File: config.mk
export PLATFORM = sky130hd
export DESIGN_NAME = seq_skip_borrow_subtractor
export DESIGN_NICKNAME = d
export VERILOG_FILES = /design/src/rtl/seq_skip_borrow_subtractor.sv
export SDC_FILE = /design/constraint.sdc
export NUM_CORES = 1
export LEC_CHECK = 0
export BUFFER_PORTS_ARGS = -buffer_cell sky130_fd_sc_hd__buf_2
export CAP_MARGIN = 5
export CORE_AREA = 2 2 79 81
export CTS_BUF_LIST = sky130_fd_sc_hd__clkbuf_8
export CTS_CLUSTER_SIZE = 12
export DETAILED_ROUTE_END_ITERATION = 12
export DIE_AREA = 0 0 81 83
export MAX_ROUTING_LAYER = met4
export PLACE_DENSITY = 0.74
export SETUP_SLACK_MARGIN = 0.2
export SLEW_MARGIN = 25
export SYNTH_ARGS = -nofsm -noshare
export SYNTH_HDL_FRONTEND = slang
export SYNTH_SLANG_ARGS = --single-unit
File: constraint.sdc
create_clock -name clk -period 8 [get_ports clk]
set_input_delay 1.6 -clock clk [delete_from_list [all_inputs] [get_ports clk]]
set_output_delay 1.6 -clock clk [all_outputs]
set_load 0.02 [all_outputs]
File: src/rtl/seq_skip_borrow_subtractor.sv
// seq_skip_borrow_subtractor
// Multi-cycle subtractor: diff = a - b - bin (mod 2^WIDTH), one GROUP-bit slice
// per CALC cycle with a registered borrow chain. Valid/ready on both sides.
// Optional macro BORROW_SKIP_EN: groups whose a/b slices are equal (propagate)
// directly following the processed group are completed in the same cycle.
// WIDTH must be a multiple of GROUP.
module seq_skip_borrow_subtractor #(
  parameter int WIDTH = 16,
  parameter int GROUP = 4
) (
  input  logic             clk,
  input  logic             rst_n,
  input  logic             in_valid,
  output logic             in_ready,
  input  logic [WIDTH-1:0] a,
  input  logic [WIDTH-1:0] b,
  input  logic             bin,
  output logic             out_valid,
  input  logic             out_ready,
  output logic [WIDTH-1:0] diff,
  output logic             bout
);

  localparam int N  = WIDTH / GROUP;
  localparam int PW = (N > 1) ? $clog2(N) : 1;

  typedef enum logic [1:0] {S_IDLE, S_CALC, S_DONE} state_t;

  state_t           r_state;
  logic [WIDTH-1:0] r_a;
  logic [WIDTH-1:0] r_b;
  logic [WIDTH-1:0] r_diff;
  logic             r_bout;
  logic             r_borrow;
  logic [PW-1:0]    r_ptr;
  logic             r_out_valid;

  logic [WIDTH-1:0] w_diff_next;
  logic             w_borrow_next;
  logic [PW-1:0]    w_ptr_next;
  logic             w_last;
  logic [GROUP:0]   w_sub;
`ifdef BORROW_SKIP_EN
  logic             w_run;
`endif

  assign in_ready  = (r_state == S_IDLE);
  assign out_valid = r_out_valid;
  assign diff      = r_diff;
  assign bout      = r_bout;

  // Work for one CALC cycle: subtract group r_ptr, then (with skip) fill the
  // run of propagating groups after it, whose digit depends only on the borrow.
  always_comb begin
    w_diff_next   = r_diff;
    w_borrow_next = r_borrow;
    w_ptr_next    = r_ptr;
    w_last        = 1'b0;
    w_sub         = '0;
`ifdef BORROW_SKIP_EN
    w_run         = 1'b0;
`endif
    for (int unsigned g = 0; g < N; g++) begin
      if (PW'(g) == r_ptr) begin
        w_sub = {1'b0, r_a[g*GROUP +: GROUP]} - {1'b0, r_b[g*GROUP +: GROUP]}
              - {{GROUP{1'b0}}, w_borrow_next};
        w_diff_next[g*GROUP +: GROUP] = w_sub[GROUP-1:0];
        w_borrow_next = w_sub[GROUP];
        w_ptr_next    = PW'(g + 1);
        w_last        = (g == N - 1);
`ifdef BORROW_SKIP_EN
        w_run         = 1'b1;
`endif
      end
`ifdef BORROW_SKIP_EN
      else if (PW'(g) > r_ptr) begin
        if (w_run && (r_a[g*GROUP +: GROUP] == r_b[g*GROUP +: GROUP])) begin
          w_diff_next[g*GROUP +: GROUP] = w_borrow_next ? '1 : '0;
          w_ptr_next = PW'(g + 1);
          w_last     = (g == N - 1);
        end else begin
          w_run = 1'b0;
        end
      end
`endif
    end
  end

  // Control FSM with registered result and handshake outputs.
  always_ff @(posedge clk) begin
    if (!rst_n) begin
      r_state     <= S_IDLE;
      r_a         <= '0;
      r_b         <= '0;
      r_diff      <= '0;
      r_bout      <= 1'b0;
      r_borrow    <= 1'b0;
      r_ptr       <= '0;
      r_out_valid <= 1'b0;
    end else begin
      case (r_state)
        S_IDLE: begin
          if (in_valid) begin
            r_a      <= a;
            r_b      <= b;
            r_borrow <= bin;
            r_ptr    <= '0;
            r_state  <= S_CALC;
          end
        end
        S_CALC: begin
          r_diff <= w_diff_next;
          if (w_last) begin
            r_bout      <= w_borrow_next;
            r_out_valid <= 1'b1;
            r_state     <= S_DONE;
          end else begin
            r_borrow <= w_borrow_next;
            r_ptr    <= w_ptr_next;
          end
        end
        S_DONE: begin
          if (out_ready) begin
            r_out_valid <= 1'b0;
            r_state     <= S_IDLE;
          end
        end
        default: r_state <= S_IDLE;
      endcase
    end
  end

endmodule

== After elaboration in Yosys (flattened, before gate mapping) ==
Cells that the tools add are included.

* Add/subtract/negate cells: 8
* Equal/unequal tests: 10
* Multiplexer cells: 22
* Reduce and logical (&&, ||, !) cells: 14

{| class="wikitable"
|+ Operator list
! cell !! count
|-
| subtractor 4 x 4 -> 5 bit || 4
|-
| subtractor 5 x 1 -> 5 bit || 4
|-
| two-way mux 2 bit || 9
|-
| AND reduction 2 bit || 6
|-
| two-way mux 1 bit || 9
|-
| AND reduction 3 bit || 3
|-
| inequality test 2 bit (second input constant) || 4
|-
| one-hot mux 2 bit (3 select lines) || 1
|-
| inequality test 5 bit (second input constant) || 1
|-
| == test 2 bit (first input constant) || 2
|-
| logical NOT 2 bit || 2
|-
| one-hot mux 1 bit (2 select lines) || 2
|-
| one-hot mux 2 bit (2 select lines) || 1
|-
| AND reduction 4 bit || 1
|-
| nonzero test 2 bit || 2
|-
| == test 1 x 2 -> 1 bit (first input constant) || 1
|-
| == test 2 x 1 -> 1 bit (second input constant) || 1
|-
| == test 2 bit (second input constant) || 1
|}

* Register bits after elaboration: 55
* Output and inout port bits: 19

== Logic depth before layout (Yosys ltp) ==
* Depth after elaboration: 11
* Mapped depth: 31
* Depth with buffers taken out: 31

== Worst setup path after synthesis ==
Ideal clock, no wire load.

* Kind: register to register
* Start point: register r_b[0]
* End point: register r_diff[15] (netlist: diff[15])
* Library setup time: 0.065 ns
* Arrival time: 5.599 ns
* Required time: 7.935 ns
* Setup slack: 2.336 ns
* Stages on the path, launching flop included: 30
* Path buffers: 0
* Clock period less this slack: 5.664 ns
* Cells stage by stage: dfxtp_1 -> inv_1 -> fa_1 -> inv_1 -> fa_1 -> nand2_1 -> a21oi_1 -> xor2_1 -> mux2i_1 -> xnor2_1 -> ha_1 -> a21oi_1 -> fa_1 -> nand2_1 -> a21oi_1 -> xor2_1 -> a2111oi_4 -> fa_1 -> inv_1 -> fa_1 -> a21boi_0 -> o21ai_0 -> nand3_1 -> a21bo_2 -> fa_1 -> ha_1 -> a211oi_1 -> xnor2_1 -> mux2i_1 -> nor2b_1

* Longest elaborated chain between the ends: 8

{| class="wikitable"
|+ Ends and longest elaborated chain
! element !! RTL line !! RTL
|-
| from (decl) || 31 || <nowiki>logic [WIDTH-1:0] r_b;</nowiki>
|-
| from (signal assigned) || 94 || <nowiki>r_b <= '0;</nowiki>
|-
| from (signal assigned) || 105 || <nowiki>r_b <= b;</nowiki>
|-
| subtractor 4 x 4 -> 5 bit (*) || 65 || <nowiki>w_sub = {1'b0, r_a[g*GROUP +: GROUP]} - {1'b0, r_b[g*GROUP +: GROUP]}</nowiki>
|-
| subtractor 5 x 1 -> 5 bit (*) || 66 || <nowiki>- {{GROUP{1'b0}}, w_borrow_next};</nowiki>
|-
| two-way mux 1 bit (*) || 64 || <nowiki>if (PW'(g) == r_ptr) begin</nowiki>
|-
| subtractor 5 x 1 -> 5 bit || 66 ||
|-
| two-way mux 1 bit (*) || 64 ||
|-
| subtractor 5 x 1 -> 5 bit || 66 ||
|-
| two-way mux 1 bit (*) || 64 ||
|-
| subtractor 5 x 1 -> 5 bit (*) || 66 ||
|-
| to (signal assigned) || 112 || <nowiki>r_diff <= w_diff_next;</nowiki>
|-
| to (decl) || 32 || <nowiki>logic [WIDTH-1:0] r_diff;</nowiki>
|}

Mark *: on every way between the ends. The rest lies on a longest branch, timed or not.
A chain may end at the register's enable or synchronous reset.

== Worst setup path in the final report ==
* Start point: register r_borrow
* End point: register r_diff[15] (netlist: diff[15])

* Longest elaborated chain between the ends: 7

{| class="wikitable"
|+ Ends and longest elaborated chain
! element !! RTL line !! RTL
|-
| from (decl) || 34 || <nowiki>logic r_borrow;</nowiki>
|-
| from (signal assigned) || 106 || <nowiki>r_borrow <= bin;</nowiki>
|-
| from (signal assigned) || 118 || <nowiki>r_borrow <= w_borrow_next;</nowiki>
|-
| subtractor 5 x 1 -> 5 bit || 66 ||
|-
| two-way mux 1 bit (*) || 64 ||
|-
| subtractor 5 x 1 -> 5 bit || 66 ||
|-
| two-way mux 1 bit (*) || 64 ||
|-
| subtractor 5 x 1 -> 5 bit || 66 ||
|-
| two-way mux 1 bit (*) || 64 ||
|-
| subtractor 5 x 1 -> 5 bit (*) || 66 ||
|}

Marked as above.

==> impl_metrics.ini <==
[placement]
post-dp-hpwl_um = 4400
routability_congestion_estimate = 0.779
io_buffers = 55
place_inst = 477

[pwr]
combinational_power_share = 0.285
power_frac_seq = 0.481
switching_pwr_mw = 0.190
static-leakage-power_nw = 1.61
tot_pwr_mw = 0.622
clockPowerShare = 0.234
power.ir.vdd_worst_v = 0.0000936
internal-power_mw = 0.432
power-per-cell-area_nw_per_um2 = 179
p_sw_frac = 0.305

[logic_synthesis]
synth.net_count = 434
synth_top_cells_by_area = sky130_fd_sc_hd__dfxtp_1, sky130_fd_sc_hd__ha_1, sky130_fd_sc_hd__nand2_1, sky130_fd_sc_hd__a21boi_0, sky130_fd_sc_hd__inv_1
yosysSeqAreaShare = 0.356
synthDistinctLibCells = 37
synthDominantAreaCellType = sky130_fd_sc_hd__dfxtp_1
syn-instance-count = 363
average_size_of_a_mapped_cell_um2 = 8.53
yosysWarningCount = 0
synth.ff_latch_count = 55
yosysTopAreaCellShare = 0.356
netlist_area_um2 = 3100

[final_layout]
mostFrequentLayoutCells = sky130_fd_sc_hd__nand2_1, sky130_fd_sc_hd__dfxtp_1, sky130_fd_sc_hd__buf_2, sky130_fd_sc_hd__inv_1, sky130_fd_sc_hd__a21boi_0
layout.nets = 480
final_core_utilization = 0.598
instances_no_fill = 485
mostFrequentLayoutCell = sky130_fd_sc_hd__nand2_1
share_of_cells_above_drive_strength_1 = 0.163
nFillCells = 566
antenna_cells = 0
layout-area-overhead-vs-synth_pct = 12.4

[timing]
grt_setup_unrepaired = false
finalWorstPathRequiredPeriod_ps = 6080
drv_slew = 0
fmax_mhz = 164
final-setup-viol-count = 0
final-hold-violation-count = 0
final.setup_skew_ps = 6.56
fraction_of_the_cycle_the_final_worst_path_needs = 0.760
timing.max_slew.rel_slack = 0.435
worst_pin_slew_ps = 847
final.setup.tns_ps = 0

[floorplanning]
fp.dieH_um = 83
fp-row-count = 28
top_level_ports = 56
coreArea_um2 = 5820
initial_utilization = 0.532
die_area_um2 = 6720
die_x_um = 81

[critical_path]
critPathTopFamily = adder cells
setup.worst_path.start_class = flip-flop
crit_buf_inv = 3
worst_path_max_delay_cell = sky130_fd_sc_hd__a2111oi_4
setup.worst_path.end_class = flip-flop
worst_ep_arrival_time_ps = 6320
r2r.worst_path.cells = 29
crit_path_top_cell_by_count = sky130_fd_sc_hd__fa_1
r2r-end = diff[15]$_SDFFE_PN0P_
critical-path-max-stage-delay_ps = 420
reg2reg_slack_ps = 1920
rr_startpoint = r_borrow$_SDFFE_PN0P_
worstSetupPathType = flip-flop to flip-flop
cp.required_ps = 8240
worst-path-max-fanout = 4

[clocking]
clock_sink_count = 55
cts-buffers-inserted = 5
holdBufCountCts = 0
path_clk_slew_ps = 100
cts_h_tree_lvls = 2
setup_repair_bufs_after_cts = 0
worst_skew_pair.late_latency_ps = 300
clock_path_buffers = 2
post_cts_resize_count = 0
tritoncts = yes
root_buffer = sky130_fd_sc_hd__clkbuf_8

[flow_run]
max_cap_violations = 0

[routing]
drt_pass1_iterations = 4
route.vias.total = 2387
detail-route-antenna-nets = 0
drt-initial-drc-count = 136
detail_route.drc_violations = 0
wl_um = 5930
avgViaCountPerCell = 4.92
wire_per_inst_um = 12.2

[global_route]
largest_net_degree_at_the_start_of_global_routing = 58
global_route_wire_length_before_repair_um = 10500
antenna_found_initial = 0
global_route.overflow_total = 0
grt_usage = 0.198
via_count_of_the_first_global_routing_pass = 2348

[worst_hold_path]
hold_start = diff[6]$_SDFFE_PN0P_
timing.hold.worst_path_depth = 2
hold_path_sink = diff[6]$_SDFFE_PN0P_
worst_hold_check_path_type = flip-flop to flip-flop

[run_status]
status = finished clean
power groups by stage:
| stage | Sequential (mW) | Combinational, mW | Clock, mW |
|---|---|---|---|
| floorplan | 0.306 | 0.134 | 0 |
| global placement | 0.305 | 0.175 | 0 |
| detailed placement | 0.305 | 0.178 | 0 |
| CTS | 0.299 | 0.179 | 0.151 |
| global route | 0.301 | 0.206 | 0.162 |
| finish | 0.299 | 0.177 | 0.146 |
logic make-up (layout without fill, tap and decap cells):
group                    Yosys count  count (layout)  synth area share
multiplexers                       6               6            0.0194
AO/OA/AOI/OAI                     71              71             0.171
flip-flops                        55              55             0.356
AND/OR/NAND/NOR                  123             123             0.180
XOR/XNOR                          15              15            0.0424
buffers and inverters             59             106            0.0772
adder cells (fa/ha/maj)           34              34             0.154
metal layers:
metal	global-route usage	share of wire	routed length, um	up-vias
li1	-	-	-	1261
met1	0.267	0.50	3000	1087
met2	0.307	0.46	2740	37
met3	0.0435	0.028	168	2
met4	0.0370	0.0047	28	0
met5	-	0	0	-
through the flow:
stage | setup slack (ps) | area, um^2 | hold slack (ps)
floorplan | 2340 | 3100 | 443
global placement | 2100 | 3400 | 450
detailed placement | 1860 | 3400 | 457
CTS | 1850 | 3480 | 470
global route | 1280 | 3480 | 496
finish | 1920 | 3480 | 467
area by class of cell:
class / instances / area (um^2) / area share
tap: 75 / 93.8 / 0.0270
inverter: 42 / 158 / 0.0453
multi-input combinational: 249 / 1760 / 0.507
sequential: 55 / 1100 / 0.316
timing repair buffer: 56 / 283 / 0.0813
clock buffer: 5 / 68.8 / 0.0198
clock inverter: 3 / 12.5 / 0.00360
worst min-delay path, cell delays in order, from the launching register on:
cell	delay [ps]
sky130_fd_sc_hd__dfxtp_1	320
sky130_fd_sc_hd__nand2_1	50
sky130_fd_sc_hd__a21boi_0	60
synthesized netlist by cell type:
| cell type | count |
|---|---|
| sky130_fd_sc_hd__nor2_1 | 3 |
| sky130_fd_sc_hd__nand2_1 | 90 |
| sky130_fd_sc_hd__nor3b_1 | 1 |
| sky130_fd_sc_hd__mux2i_1 | 6 |
| sky130_fd_sc_hd__o211a_1 | 8 |
| sky130_fd_sc_hd__o22ai_1 | 1 |
| sky130_fd_sc_hd__a31oi_1 | 1 |
| sky130_fd_sc_hd__o21ai_0 | 9 |
| sky130_fd_sc_hd__buf_6 | 1 |
| sky130_fd_sc_hd__a211oi_1 | 1 |
| sky130_fd_sc_hd__xnor2_1 | 13 |
| sky130_fd_sc_hd__clkbuf_1 | 10 |
| sky130_fd_sc_hd__o211ai_1 | 2 |
| sky130_fd_sc_hd__ha_1 | 27 |
| sky130_fd_sc_hd__nand3b_1 | 4 |
| sky130_fd_sc_hd__xor2_1 | 2 |
| sky130_fd_sc_hd__or3_1 | 1 |
| sky130_fd_sc_hd__a21boi_0 | 37 |
| sky130_fd_sc_hd__nor3_1 | 3 |
| sky130_fd_sc_hd__a21oi_1 | 8 |
| sky130_fd_sc_hd__nand3_1 | 2 |
| sky130_fd_sc_hd__and2b_1 | 1 |
| sky130_fd_sc_hd__buf_4 | 1 |
| sky130_fd_sc_hd__buf_2 | 5 |
| sky130_fd_sc_hd__and4b_1 | 1 |
| sky130_fd_sc_hd__nor3b_2 | 2 |
| sky130_fd_sc_hd__nor2b_1 | 5 |
| sky130_fd_sc_hd__or3b_1 | 1 |
| sky130_fd_sc_hd__o21a_1 | 1 |
| sky130_fd_sc_hd__a21bo_2 | 1 |
| sky130_fd_sc_hd__a21o_1 | 1 |
| sky130_fd_sc_hd__a2111oi_4 | 1 |
| sky130_fd_sc_hd__nand4_1 | 1 |
| sky130_fd_sc_hd__and2_1 | 8 |
| sky130_fd_sc_hd__inv_1 | 42 |
| sky130_fd_sc_hd__fa_1 | 7 |
| sky130_fd_sc_hd__dfxtp_1 | 55 |
registers in the layout, summed over array words and instances (netlist names):
signal,cells
r_b,16
r_state,2
bout,1
r_borrow,1
r_ptr,2
r_a,16
out_valid,1
diff,16
how the worst max path moves through the flow:
stage	startpoint	end	depth (start not counted)	slack [ps]
2_1_floorplan	r_b[0]$_SDFFE_PN0P_	diff[15]$_SDFFE_PN0P_	29	2340
3_3_place_gp	r_borrow$_SDFFE_PN0P_	diff[15]$_SDFFE_PN0P_	29	2100
3_5_place_dp	r_borrow$_SDFFE_PN0P_	diff[15]$_SDFFE_PN0P_	29	1860
4_1_cts	r_borrow$_SDFFE_PN0P_	diff[15]$_SDFFE_PN0P_	29	1850
5_1_grt	r_borrow$_SDFFE_PN0P_	diff[15]$_SDFFE_PN0P_	29	1280
6_report	r_borrow$_SDFFE_PN0P_	diff[15]$_SDFFE_PN0P_	29	1920
No activity file was read; power rests on OpenSTA's default activity.
